File: config.mk
export PLATFORM = sky130hd
export DESIGN_NAME = mult_unit
export DESIGN_NICKNAME = d
export VERILOG_FILES = /design/src/rtl/mult_unit.sv
export SDC_FILE = /design/constraint.sdc
export NUM_CORES = 1
export LEC_CHECK = 0
export CORE_MARGIN = 4
export CORE_UTILIZATION = 30
export CTS_CLUSTER_DIAMETER = 100
export CTS_CLUSTER_SIZE = 8
export DETAILED_ROUTE_END_ITERATION = 7
export GPL_ROUTABILITY_DRIVEN = 0
export MAX_ROUTING_LAYER = met4
export PLACE_DENSITY_LB_ADDON = 0.1
export SLEW_MARGIN = 20
export SYNTH_ARGS = -nofsm -noshare
export SYNTH_HDL_FRONTEND = slang
export SYNTH_SLANG_ARGS = --single-unit
File: constraint.sdc
create_clock -name clk -period 2.7 [get_ports clk]
set_input_delay 0.54 -clock clk [delete_from_list [all_inputs] [get_ports clk]]
set_output_delay 0.54 -clock clk [all_outputs]
set_load 0.005 [all_outputs]
File: src/rtl/mult_unit.sv
// Iterative 32x32 unsigned multiplier (shift-add, one step per clock) with
// architectural HI/LO registers, MFHI/MFLO readback and pipeline stall request.
module mult_unit #(
    parameter logic [5:0] FUNCT_MULTU = 6'b011001,
    parameter logic [5:0] FUNCT_MFHI  = 6'b010000,
    parameter logic [5:0] FUNCT_MFLO  = 6'b010010
) (
    input  logic        clk,
    input  logic        rst,
    input  logic        start,
    input  logic [5:0]  funct,
    input  logic [31:0] dataA,
    input  logic [31:0] dataB,
    input  logic        flush,
    output logic [31:0] dataOut,
    output logic [31:0] hi_out,
    output logic [31:0] lo_out,
    output logic        busy,
    output logic        done,
    output logic        stall
);

    localparam int unsigned DATA_W = 32;
    localparam int unsigned PROD_W = 64;
    localparam int unsigned CNT_W  = 5;
    localparam logic [CNT_W-1:0] CNT_LAST = CNT_W'(31);

    typedef enum logic [1:0] {
        S_IDLE = 2'd0,
        S_RUN  = 2'd1,
        S_DONE = 2'd2
    } state_e;

    state_e              state_q, state_d;
    logic [CNT_W-1:0]    cnt_q, cnt_d;
    logic [PROD_W-1:0]   prod_q, prod_d;
    logic [DATA_W:0]     mcand_q, mcand_d;
    logic [DATA_W-1:0]   hi_q, hi_d;
    logic [DATA_W-1:0]   lo_q, lo_d;

    logic                accept_c;
    logic [DATA_W:0]     addend_c;
    logic [DATA_W:0]     sum_c;
    logic [PROD_W-1:0]   step_c;

    // A new multiply is accepted only from IDLE; flush overrides the request.
    assign accept_c = (state_q == S_IDLE) && start && (funct == FUNCT_MULTU) && !flush;

    // One shift-add step: conditional 33-bit add into the upper half, then shift right.
    always_comb begin
        addend_c = prod_q[0] ? mcand_q : (DATA_W + 1)'(0);
        sum_c    = {1'b0, prod_q[PROD_W-1:DATA_W]} + addend_c;
        step_c   = {sum_c, prod_q[DATA_W-1:1]};
    end

    // State and datapath registers.
    always_ff @(posedge clk or negedge rst) begin
        if (!rst) begin
            state_q <= S_IDLE;
            cnt_q   <= '0;
            prod_q  <= '0;
            mcand_q <= '0;
            hi_q    <= '0;
            lo_q    <= '0;
        end else begin
            state_q <= state_d;
            cnt_q   <= cnt_d;
            prod_q  <= prod_d;
            mcand_q <= mcand_d;
            hi_q    <= hi_d;
            lo_q    <= lo_d;
        end
    end

    // Next-state and datapath control.
    always_comb begin
        state_d = state_q;
        cnt_d   = cnt_q;
        prod_d  = prod_q;
        mcand_d = mcand_q;
        hi_d    = hi_q;
        lo_d    = lo_q;
        case (state_q)
            S_IDLE: begin
                if (accept_c) begin
                    prod_d  = {DATA_W'(0), dataB};
                    mcand_d = {1'b0, dataA};
                    cnt_d   = '0;
                    state_d = S_RUN;
                end
            end
            S_RUN: begin
                if (flush) begin
                    // Abort: HI/LO untouched, no done pulse.
                    state_d = S_IDLE;
                end else begin
                    prod_d = step_c;
                    cnt_d  = cnt_q + CNT_W'(1);
                    if (cnt_q == CNT_LAST) begin
                        hi_d    = step_c[PROD_W-1:DATA_W];
                        lo_d    = step_c[DATA_W-1:0];
                        state_d = S_DONE;
                    end
                end
            end
            S_DONE: begin
                state_d = S_IDLE;
            end
            default: begin
                state_d = S_IDLE;
            end
        endcase
    end

    // Status decodes and combinational stall/readback.
    always_comb begin
        busy   = (state_q == S_RUN);
        done   = (state_q == S_DONE);
        stall  = busy || accept_c;
        hi_out = hi_q;
        lo_out = lo_q;
        if (funct == FUNCT_MFHI) begin
            dataOut = hi_q;
        end else if (funct == FUNCT_MFLO) begin
            dataOut = lo_q;
        end else begin
            dataOut = '0;
        end
    end

endmodule

======== After elaboration in Yosys (flattened, before gate mapping) ========
Index checks and enable logic that the tools add are counted.
operators by class
  muxes and demuxes ....................... 13
  reductions and logical operators ........ 11
  equal/unequal tests ..................... 9
  add/subtract/negate cells ............... 2
  bitwise logic cells ..................... 1
operators with widths
  operator             number
  $mux 64              2
  $pmux 64 s2          1
  $mux 32              3
  $add 32x32->33       1
  $eq 6x5->1 const B   3
  $mux 5               2
  $pmux 5 s2           1
  $mux 2               3
  $reduce_and 3->1     2
  $add 5x1->5 const B  1
  $eq 5x5->1 const B   1
  $ne 2x2->1 const B   2
  $pmux 2 s2           1
  $reduce_and 2->1     2
  $logic_and 1x1->1    3
  $ne 3x2->1 const B   1
  $eq 2x1->1 const B   1
  $eq 2x2->1 const B   1
  $logic_not 2->1      1
  $reduce_bool 2->1    1
  $logic_not 1->1      1
  $logic_or 1x1->1     1
  $not 1->1            1
word-level totals
  input port bits ......................... 74
  register bits after elaboration ......... 167
  logic and storage cells ................. 42

======== Depth between registers and ports, before layout ========
Gate-level depths: netlist (run 1).
  depth in word-level cells ............... 6
  depth in mapped cells ................... 11
  mapped depth without buffers ............ 10

======== Least setup slack after synthesis (run 1) ========
OpenSTA, ideal clock, no wires.
  path type ............................... register to register
  start ................................... reg prod_q[0]
  end ..................................... reg prod_q[61]
  setup slack ............................. -0.003 ns
  arrival ................................. 2.575 ns
  cell stages (with the launch flop) ...... 11
  buffers on the path ..................... 1
  path through ............................ dfrtp_1 -> clkbuf_1 -> and2_1 -> fa_1 -> a21o_2 -> a221o_1 -> a311oi_2 -> o31ai_2 -> a2bb2oi_2 -> xor2_1 -> o21ai_1
on the way
  cells in the longest elaborated chain, start to end .. 4
RTL lines
  what                    RTL line  source
  from (decl)             36        logic [PROD_W-1:0] prod_q, prod_d;
  from (signal assigned)  68        prod_q <= prod_d;
  $mux 32                 51        addend_c = prod_q[0] ? mcand_q : (DATA_W + 1)'(0);
  $add 32x32->33          52        sum_c = {1'b0, prod_q[PROD_W-1:DATA_W]} + addend_c;
  $mux 64                 93        if (flush) begin
  $pmux 64 s2             83        case (state_q)
No other way between the ends. The select of a mux whose other input is x is not followed.
A chain may end at the register's enable or synchronous reset.

======== Worst setup path in the final report (run 1) ========
  start ................................... reg prod_q[0]
  end ..................................... reg prod_q[57]
Same word-level chain as after synthesis.

==> impl_table.tex, run 1 <==
\begin{tabular}{lr}
\hline
Metric & Value \\
\hline
\multicolumn{2}{l}{\textbf{Status}} \\
Run status & completed \\
\multicolumn{2}{l}{\textbf{Flow run}} \\
Total of max-cap violations & 0 \\
\multicolumn{2}{l}{\textbf{STA}} \\
Final critical-path share of the clock period & 99.59\% \\
Max\_slew headroom & 50.38\% \\
Total setup violations reported at the end of the flow & 0 \\
Min Tclk post-route & 2.689 ns \\
Max Slew Vio Count & 0 \\
Tightest Pin Transition & 0.7443 ns \\
Final clock skew & 0.01452 ns \\
Final Hold Violating Endpoints & 0 \\
Maximum clock rate & 0.3719 GHz \\
RSZ-0062 raised after global routing & true \\
Worst path setup slack after routing & 0.01096 ns \\
\multicolumn{2}{l}{\textbf{Routing}} \\
DR vias & 7084 \\
DRC errors left & 0 \\
Routed len/inst & 17.58 um \\
Via/cell ratio & 4.735 \\
Residual antenna-violating net count after detailed routing & 0 \\
Number of detailed-routing iterations run before antenna repair & 4 \\
Routed wire length & 26290 um \\
Number of DRC markers in iteration 0 & 402 \\
\multicolumn{2}{l}{\textbf{Synthesis}} \\
Synthesized area per cell & 10.12 um2 \\
Number of storage elements in the synthesis netlist & 167 \\
YS warnings & 0 \\
Number of instances in the synthesized netlist & 863 \\
Nets in the synthesized netlist & 972 \\
Post-synth design cell area & 8732 um2 \\
Post-synthesis cell type count & 59 \\
Post-synth EDFFs & 0 \\
Post-synth ARST share & 100.0\% \\
Part of the Yosys area used for sequential elements & 47.86\% \\
Most frequently used flop master after synthesis & sky130\_fd\_sc\_hd\_\_dfrtp\_1 \\
\multicolumn{2}{l}{\textbf{GRT}} \\
Overall fraction of global-route tracks in use & 17.15\% \\
Largest net degree at the start of global routing & 60 \\
Number of global-route vias before repair & 7226 \\
GRT overflow & 0 \\
Initial antenna violation count & 0 \\
Wire length of the first global-routing pass & 41570 um \\
\multicolumn{2}{l}{\textbf{Clocking}} \\
Maximum clock insertion buffer count & 2 \\
Number of clock sinks & 167 \\
TritonCTS clock tree & done \\
Clock transition at the registers of the reported paths & 0.07 ns \\
Clock Latency Late Sink & 0.44 ns \\
Total CTS buffers & 17 \\
CTS HTree Levels & 4 \\
Root buffer cell & sky130\_fd\_sc\_hd\_\_clkbuf\_16 \\
\multicolumn{2}{l}{\textbf{Worst setup path}} \\
Top fanout value on the critical path & 3 \\
Crit path capture type & flip-flop \\
Worst setup path category & flip-flop to flip-flop \\
CP arrival & 2.97 ns \\
Setup crit start kind & flip-flop \\
FF-to-FF path depth & 10 \\
Critical Path RT & 2.99 ns \\
\multicolumn{2}{l}{\textbf{Final layout}} \\
Final core occ & 43.57\% \\
Number of nets in the layout & 1208 \\
Fraction of final layout cells sized beyond drive strength 1 & 24.10\% \\
Area grow syn2layout & 43.20\% \\
\# diodes & 0 \\
\multicolumn{2}{l}{\textbf{Floorplan}} \\
Area of the core & 28700 um2 \\
Starting Density & 30.42\% \\
Die Footprint & 31900 um2 \\
Die extent in x & 178.6 um \\
Die height & 178.6 um \\
\# IOs & 173 \\
Cell row count & 62 \\
\multicolumn{2}{l}{\textbf{Pwr}} \\
Static Leak & 5.838 nW \\
Total power consumption of the routed design & 5.621 mW \\
Power per standard cell area & 449.5 nW/um2 \\
Worst vdd ir & 380.7 uV \\
\multicolumn{2}{l}{\textbf{Placed design}} \\
IO Port Bufs & 172 \\
Worst slack after detailed placement & -0.2097 ns \\
Detail Placement HPWL & 19610 um \\
\multicolumn{2}{l}{\textbf{Hold path}} \\
Class of the tightest hold or removal check & input pin to asynchronous set/reset pin \\
\hline
\end{tabular}
==> where the power goes <==
group	total [mW]	leakage (nW)	switching [mW]	internal, mW
registers	2.65	2.31	0.0620	2.59
clock network	2.61	0.306	1.18	1.43
logic	0.361	3.22	0.161	0.199
==> per-layer routing <==
layer,GRT usage [%],share of wire [%]
met5,-,0
met4,3.774,1.2
met3,3.095,4.2
met2,25.08,44
met1,24.87,51
==> path summary, 6_finish.rpt <==
| check | slack (ns) | to | startpoint |
|---|---|---|---|
| max | 0.01 | prod_q[57] | prod_q[0] |
| min | 0.08 | lo_out[25] | rst |
| max reg2reg | 0.01 | prod_q[57] | prod_q[0] |
| min reg2reg | 0.49 | prod_q[53] | prod_q[53] |
| max in group asynchronous | 1.87 | prod_q[46] | rst |
| min in group clk | 0.49 | prod_q[53] | prod_q[53] |
==> sequential cells by signal, indices dropped and copies added (netlist names) <==
register	count
hi_out	32
state_q	2
cnt_q	5
mcand_q	32
prod_q	64
lo_out	32
==> cell usage after synthesis, types with 3 or more instances <==
| library cell | n | area, um2 |
|---|---|---|
| sky130_fd_sc_hd__nand3_1 | 5 | 25.02 |
| sky130_fd_sc_hd__nor4_1 | 5 | 31.28 |
| sky130_fd_sc_hd__xnor2_1 | 13 | 113.9 |
| sky130_fd_sc_hd__o21ai_0 | 77 | 385.4 |
| sky130_fd_sc_hd__mux2i_1 | 41 | 410.4 |
| sky130_fd_sc_hd__clkbuf_1 | 30 | 112.6 |
| sky130_fd_sc_hd__a31oi_1 | 3 | 18.77 |
| sky130_fd_sc_hd__buf_1 | 8 | 30.03 |
| sky130_fd_sc_hd__nand2_1 | 145 | 544.3 |
| sky130_fd_sc_hd__nor2_1 | 54 | 202.7 |
| sky130_fd_sc_hd__ha_1 | 34 | 425.4 |
| sky130_fd_sc_hd__nand4_1 | 7 | 43.79 |
| sky130_fd_sc_hd__nor2b_1 | 4 | 25.02 |
| sky130_fd_sc_hd__a22oi_1 | 25 | 187.7 |
| sky130_fd_sc_hd__a21o_2 | 3 | 26.28 |
| sky130_fd_sc_hd__and3_1 | 4 | 25.02 |
| sky130_fd_sc_hd__mux2_2 | 65 | 732.0 |
| sky130_fd_sc_hd__o211ai_1 | 4 | 30.03 |
| sky130_fd_sc_hd__and2_1 | 34 | 212.7 |
| sky130_fd_sc_hd__a21o_1 | 14 | 105.1 |
| sky130_fd_sc_hd__a21oi_1 | 36 | 180.2 |
| sky130_fd_sc_hd__o21bai_1 | 4 | 30.03 |
| sky130_fd_sc_hd__a22o_1 | 3 | 26.28 |
| sky130_fd_sc_hd__a21boi_0 | 3 | 22.52 |
| sky130_fd_sc_hd__o21ai_1 | 8 | 40.04 |
| sky130_fd_sc_hd__dfrtp_1 | 167 | 4179 |
| sky130_fd_sc_hd__xor2_1 | 17 | 148.9 |
| sky130_fd_sc_hd__inv_1 | 7 | 26.28 |
| sky130_fd_sc_hd__buf_2 | 5 | 25.02 |
==> layout by cell type, fill, tap and decap left out, drive strengths merged, types with 5 or more instances in the layout <==
cell type	n
nor4	5
xnor2	13
o21ai	85
ha	34
clkinv	5
nand2	145
o211ai	5
buf	97
inv	14
a21oi	38
dfrtp	167
mux2	65
a22oi	25
nor2	54
nand3	5
dlygate4sd2	33
and2	34
mux2i	41
clkbuf	17
xor2	17
clkdlybuf4s50	137
a21o	17
nand4	7
==> per-stage QoR <==
step	hold WS [ns]	TNS, ns	instance area (um2)	std cells
5_1_grt	0.1063	-1.297	12500	1496
3_3_place_gp	0.4700	-7.626	11490	1459
2_1_floorplan	0.2444	0	8732	863
4_1_cts	0.09472	-0.8085	12250	1493
6_report	0.08338	0	12500	1496
3_5_place_dp	0.4792	-8.554	11490	1459
==> layout make-up <==
class                   count  area [um2]
flip-flops and latches    167        4179
clock inverters            15       207.7
clock buffers              17       425.4
fillers                  2791       16200
repair buffers            267        2514
multi-input cells         639        4672
well taps                 384       480.5
inverters                   7       26.28
==> critical path: stages (launching register included) <==
cell,delay (ns)
sky130_fd_sc_hd__dfrtp_1,0.40
sky130_fd_sc_hd__and2_4,0.15
sky130_fd_sc_hd__ha_4,0.16
sky130_fd_sc_hd__fa_2,0.34
sky130_fd_sc_hd__a21o_2,0.23
sky130_fd_sc_hd__a221o_1,0.37
sky130_fd_sc_hd__a311oi_4,0.32
sky130_fd_sc_hd__o31ai_4,0.15
sky130_fd_sc_hd__a21oi_2,0.16
sky130_fd_sc_hd__xor2_1,0.20
sky130_fd_sc_hd__o21ai_1,0.08
==> repair_timing <==
item	CTS	global route
hold buffers	0	0
resized for setup	65	57
setup buffers	2	3
hold endpoints to repair	0	0
gates cloned	0	0
pin swaps	15	20
endpoints found under the setup margin	67	43
==> logic make-up after synthesis <==
group                    synth area share (%)
AO/OA/AOI/OAI                           14.57
XOR/XNOR                                3.009
adder cells (fa/ha/maj)                 5.101
buffers and inverters                   3.052
flip-flops                              47.86
multiplexers                            13.08
AND/OR/NAND/NOR                         13.33
Note: power is estimated with default switching activity, not from simulation.
==> run 2: changes to the inputs <==
- CORE_ASPECT_RATIO: unset -> 0.75
- CORE_MARGIN: 4 -> 2
- SKIP_CTS_REPAIR_TIMING: unset -> 1
==> run 2 against run 1 <==
Effect of this change:
- the run now ends with setup timing left
- combinational power is 4% higher
- hold slack improved by 0.41 ns
- critical path depth shrank 3
- via count rose by 0.96%
- clock power is 8.0% lower
- cell area is 0.76% higher
- final cell count rose by 1.3%
- core utilization increased by 0.11 points
- critical path type is now input pin to output pin
- highest routed layer unchanged
==> impl_table.tex, run 2 (synthesis gave the netlist of run 1 again) <==
\begin{tabular}{lr}
\hline
Metric & Value \\
\hline
\multicolumn{2}{l}{\textbf{Placed design}} \\
IO Port Bufs & 172 (unchanged) \\
Instance area after placement & 11530 um2 (+0.39\%) \\
Detail Placement HPWL & 19990 um (+1.9\%) \\
Total placed cells including tap cells & 1470 (+0.75\%) \\
Worst slack after detailed placement & -0.2415 ns (-0.03185 ns) \\
\multicolumn{2}{l}{\textbf{Clocking}} \\
Total CTS buffers & 17 (unchanged) \\
Root buffer cell & sky130\_fd\_sc\_hd\_\_clkbuf\_16 \\
CTS HTree Levels & 4 (unchanged) \\
Clock Latency Late Sink & 0.44 ns (about the same) \\
Number of clock sinks & 167 (unchanged) \\
TritonCTS clock tree & done \\
Maximum clock insertion buffer count & 2 (unchanged) \\
Clock transition at the registers of the reported paths & 0.06 ns (about the same) \\
\multicolumn{2}{l}{\textbf{Flow run}} \\
Total of max-cap violations & 0 (unchanged) \\
\multicolumn{2}{l}{\textbf{Worst setup path}} \\
Critical Path RT & 2.16 ns (-0.83 ns) \\
Worst setup path end & dataOut[13] \\
R2R Path End & prod\_q[57] \\
Startpoint of the worst register-to-register path & prod\_q[0] \\
Setup crit start kind & input pin \\
Launching element of the worst setup path & funct[2] \\
Worst setup slack for register-to-register paths & -0.09 ns (-0.10 ns) \\
Crit path capture type & output pin \\
FF-to-FF path depth & 10 (unchanged) \\
Top fanout value on the critical path & 8 (+5) \\
CP arrival & 2.27 ns (-0.70 ns) \\
Worst setup path category & input pin to output pin \\
\multicolumn{2}{l}{\textbf{Routing}} \\
Routed len/inst & 17.99 um (+2.4\%) \\
Via/cell ratio & 4.721 (-0.31\%) \\
Number of detailed-routing iterations run before antenna repair & 4 (unchanged) \\
Residual antenna-violating net count after detailed routing & 0 (unchanged) \\
Number of DRC markers in iteration 0 & 336 (-16\%) \\
Detailed route wirelength on metal2 & 11050 um (-4.7\%) \\
Routed wire length & 27260 um (+3.7\%) \\
DR vias & 7152 (+0.96\%) \\
Top sig layer & met4 \\
Sum of met3 wire segment lengths after detailed routing & 984 um (-10\%) \\
DRC errors left & 0 (unchanged) \\
Routed metal-1 wirelength & 15090 um (+14\%) \\
\multicolumn{2}{l}{\textbf{Pwr}} \\
Switching part of the total power & 25.84\% (+0.87 points) \\
Worst vdd ir & 411.4 uV (+8.1\%) \\
Clock Power Share & 44.2\% (-2.2 points) \\
Internal portion of total power & 4.023 mW (-4.6\%) \\
Combinational share of power & 6.9\% (+0.5 points) \\
Static Leak & 6.151 nW (+5.4\%) \\
NetSw & 1.402 mW (-0.10\%) \\
Proportion of power drawn by flip-flops and latches & 48.9\% (+1.7 points) \\
Power per standard cell area & 430.6 nW/um2 (-4.2\%) \\
\multicolumn{2}{l}{\textbf{Final layout}} \\
Fraction of final layout cells sized beyond drive strength 1 & 24.40\% (+0.30 points) \\
Post-layout instance count excluding filler cells & 1515 (+1.3\%) \\
Register with the most flip-flops & prod\_q \\
Finished layout cell area & 12600 um2 (+0.76\%) \\
Final core occ & 43.67\% (+0.11 points) \\
\# diodes & 0 (unchanged) \\
Number of nets in the layout & 1219 (+0.91\%) \\
Most common cell after layout, fill and taps aside & sky130\_fd\_sc\_hd\_\_dfrtp\_1 \\
Multi-input gate area & 4623 um2 (-1.0\%) \\
Number of filler instances in the final layout & 2863 (+2.6\%) \\
Number of flip-flops under the largest register name & 64 (unchanged) \\
Sequential cell area & 4179 um2 (unchanged) \\
Commonest cells after routing, fill and taps aside & 167 x sky130\_fd\_sc\_hd\_\_dfrtp\_1, 143 x sky130\_fd\_sc\_hd\_\_nand2\_1, 142 x sky130\_fd\_sc\_hd\_\_clkdlybuf4s50\_1 \\
Area grow syn2layout & 44.29\% \\
\multicolumn{2}{l}{\textbf{GRT}} \\
Overall fraction of global-route tracks in use & 18.47\% (+1.3 points) \\
Initial antenna violation count & 0 (unchanged) \\
Wire length of the first global-routing pass & 41830 um (+0.65\%) \\
GRT overflow & 0 (unchanged) \\
Number of global-route vias before repair & 7030 (-2.7\%) \\
Largest net degree at the start of global routing & 54 (-10\%) \\
\multicolumn{2}{l}{\textbf{STA}} \\
Final worst hold slack & 0.4976 ns (+0.4142 ns) \\
Tightest Pin Transition & 0.9319 ns (+0.1876 ns) \\
Worst path setup slack after routing & -0.1071 ns (-0.1180 ns) \\
Final critical-path share of the clock period & 104.0\% (+4.4 points) \\
Min Tclk post-route & 2.807 ns (+0.1180 ns) \\
Final Hold Violating Endpoints & 0 (unchanged) \\
RSZ-0062 raised after global routing & true \\
Max Slew Vio Count & 0 (unchanged) \\
Total setup violations reported at the end of the flow & 20 (+20) \\
Final clock skew & 0.01108 ns (-0.003439 ns) \\
Maximum clock rate & 0.3562 GHz (-4.2\%) \\
Max\_slew headroom & 37.73\% (-13 points) \\
\multicolumn{2}{l}{\textbf{Status}} \\
Run status & finished with violations \\
Violated checks & setup timing \\
\multicolumn{2}{l}{\textbf{Floorplan}} \\
Die height & 151.8 um (-15\%) \\
Cell row count & 54 (-13\%) \\
Die extent in x & 201 um (+13\%) \\
Area of the core & 28850 um2 (+0.51\%) \\
Starting Density & 30.27\% (-0.16 points) \\
Die Footprint & 30500 um2 (-4.4\%) \\
\# IOs & 173 (unchanged) \\
\multicolumn{2}{l}{\textbf{Hold path}} \\
Class of the tightest hold or removal check & flip-flop to flip-flop \\
\hline
\end{tabular}
run 2: cell count changes in the layout (fill, tap and decap cells not counted), sizes merged:
cell / change
buf: +14
bufinv: -2
clkbuf: +2
clkdlybuf4s50: +5
clkinv: -1
clkinvlp: +1
dlygate4sd2: -33
dlygate4sd3: +1
dlymetal6s2s: +23
inv: +1
run 2: area by class of cell:
type / instances / share of cell area (%)
multi-input combinational: 639 / 36.69
sequential: 167 / 33.17
timing repair buffer: 278 / 21.53
tap: 392 / 3.893
clock buffer: 18 / 3.406
clock inverter: 14 / 1.102
inverter: 7 / 0.2085
run 2: metal layers:
metal / vias to the layer above / GRT usage [%]
met4: 0 / 3.111
met3: 10 / 3.914
met5: - / -
li1: 3528 / -
met1: 3474 / 28.33
met2: 140 / 24.76
run 2: worst min-delay path by stage:
stage                startpoint     endpoint  slack (ns)  depth (start not counted)
floorplan                   rst     cnt_q[0]        0.24                          0
global placement            rst   lo_out[25]        0.46                          1
detailed placement          rst   lo_out[25]        0.45                          1
CTS                         rst   lo_out[25]       -0.03                          1
global route        mcand_q[21]  mcand_q[21]        0.52                          1
finish               prod_q[40]   prod_q[40]        0.50                          2
run 2: power groups by stage:
stage / combinational [mW] / clock (mW) / sequential, mW
2_1_floorplan: 0.136 / 0 / 2.68
3_3_place_gp: 0.367 / 0 / 2.70
3_5_place_dp: 0.367 / 0 / 2.70
4_1_cts: 0.369 / 2.48 / 2.65
5_1_grt: 0.421 / 2.58 / 2.67
6_report: 0.374 / 2.40 / 2.65
run 2: stage by stage:
stage | power [mW] | TNS [ns]
CTS | 5.498 | -7.286
floorplan | 2.816 | 0
detailed placement | 3.071 | -9.864
global route | 5.669 | -4.494
global placement | 3.067 | -9.584
finish | 5.425 | -0.9952
run 2: worst max-delay path, cell delays in order:
cell and delay, ns:
sky130_fd_sc_hd__clkdlybuf4s50_1 0.40, sky130_fd_sc_hd__nor2_1 0.10, sky130_fd_sc_hd__nand2_1 0.07, sky130_fd_sc_hd__or3_4 0.37
sky130_fd_sc_hd__buf_6 0.17, sky130_fd_sc_hd__nor2_1 0.11, sky130_fd_sc_hd__clkdlybuf4s50_1 0.51
==> patch, RTL diff (config.mk and constraints of run 1) <==
Change the localparam `CNT_W` from 5 to 4.
--- a/src/rtl/mult_unit.sv
+++ b/src/rtl/mult_unit.sv
@@ -23,5 +23,5 @@
     localparam int unsigned DATA_W = 32;
     localparam int unsigned PROD_W = 64;
-    localparam int unsigned CNT_W  = 5;
+    localparam int unsigned CNT_W  = 4;
     localparam logic [CNT_W-1:0] CNT_LAST = CNT_W'(31);
 
Behaviour: same outputs for any inputs over 10 cycles, from zero or initial values and one cycle with rst low; that may be too few to reach the edited logic, so the function may still have changed.
==> patch against run 1 <==
Sequential cell count fell by 1. The flow now finishes with violations (negative setup slack). Wire length rose by 15%. Global-route usage rose by 2.1 points. Sequential share of layout area fell by 3.2 points. Area after synthesis rose by 1.5%. Critical path type unchanged. Die area rose by 1.5%. Via count rose by 16%. Largest cell class unchanged. Synthesized cell count rose by 17%. Design area rose by 9.8%. Power rose by 2.2%. Setup slack got worse by 75 ps.
==> patch: results (changes against run 1) <==
stage;metric;value;unit;change
outcome;status;finished, violations left;;
outcome;violations;negative setup slack;;
worst_setup_path;r2r_cells;11;;+1
pwr;p_comb;0.429;mW;+19%
placed_design;dp.cells;1649;;+13%
global_route;grtUsageMet1;23.7;%;-1.2 points
pwr;leakagePower;6.88;nW;+18%
yosys;seq_area_frac_synth;46.8;%;-1.0 points
global_route;grt_use_total;19.3;%;+2.1 points
yosys;avgSynthCellArea;8.74;µm²;-14%
worst_setup_path;arrival;3090;ps;+120 ps
global_route;grtUsageMet2;32.6;%;+7.5 points
sta;setup_viol;7;;+7
global_route;grt_pass1_wl;48600;µm;+17%
route;viasPerCell;4.81;;+1.5%
sta;setup_slack;-64.4;ps;-75.4 ps
pwr;pwr-share-comb;7.5;%;+1.1 points
placed_design;hpwlAfterDp;21900;µm;+12%
yosys;synthTopCellsByArea;dfrtp_1, nand2_1, mux2i_1;;
global_route;grt_max_degree;62;;+3.3%
cells_and_area;nFillCells;2790;;-0.036%
global_route;grt_pass1_vias;8628;;+19%
clock_network;cts_htree_levels;4;;unchanged
yosys;synth_nets;1122;;+15%
route;met1Wirelength;13300;µm;+0.35%
worst_setup_path;slowest_stage;dfrtp_2;;
sta;skew;11.9;ps;-2.62 ps
route;met3_length;874;µm;-20%
global_route;use_met3;3.27;%;+0.18 points
route;drt_wl_total;30100;µm;+15%
placed_design;post-place-ws;-403;ps;-193 ps
placed_design;dpl-instance-area;12000;µm²;+4.5%
sta;tns;-150;ps;-150 ps
worst_setup_path;r2r-end;hi_out[26];;
worst_setup_path;critPathTopFamily;compound AO/OA/AOI/OAI gates;;
cells_and_area;layout-drive-gt1-share;24.9;%;+0.84 points
sta;worstMarginPinSlew;630;ps;-114 ps
sta;hold_slack;17.5;ps;-65.9 ps
patch: cell count changes in the layout (fill, tap and decap cells not counted), sizes merged, moves of 6 or more:
cell,delta
dlygate4sd2,-32
nand2,+169
a22o,+9
mux2,-56
o21ai,-21
a21oi,+6
nand3,+13
nor3,+8
buf,+62
dlymetal6s2s,+30
a21o,-7
patch: logic make-up after synthesis:
family                   count (synthesis)  synth area share, %
AO/OA/AOI/OAI                          194                 14.2
XOR/XNOR                                26                 2.57
buffers and inverters                   70                 2.96
adder cells (fa/ha/maj)                 34                 4.88
flip-flops                             166                 46.8
AND/OR/NAND/NOR                        472                 22.5
multiplexers                            52                 6.00
patch: worst reg2reg max path: stages (launching register included):
cell and delay [ps]:
dfrtp_2 430, buf_6 140, and2_1 160, ha_4 240
a21oi_4 180, o21ai_4 90, a2111oi_4 390, nor4_1 80
a2111o_1 360, buf_6 150, xor2_2 180, mux2_4 260
patch: worst max path at each step:
stage | to | slack, ps | depth (start not counted)
floorplan | hi_out[30] | -70 | 11
global placement | hi_out[30] | -330 | 11
detailed placement | prod_q[61] | -400 | 12
CTS | prod_q[57] | -60 | 10
global route | hi_out[26] | -160 | 11
finish | hi_out[26] | -60 | 11
patch: layout make-up:
| type | count | area [µm²] | area share [%] |
|---|---|---|---|
| Sequential cell | 166 | 4160 | 30.3 |
| Timing Repair Buffer | 329 | 3110 | 22.6 |
| Inverter | 14 | 52.6 | 0.383 |
| Clock buffer | 18 | 429 | 3.12 |
| Multi-Input combinational cell | 778 | 5320 | 38.7 |
| Clock inverter | 14 | 193 | 1.40 |
| Tap cell | 384 | 480 | 3.50 |
patch: timing repair:
| item | in CTS | in global routing |
|---|---|---|
| gates resized for setup | 134 | 79 |
| setup buffers | 19 | 5 |
| pin swaps | 43 | 37 |
| endpoints found under the setup margin | 78 | 53 |
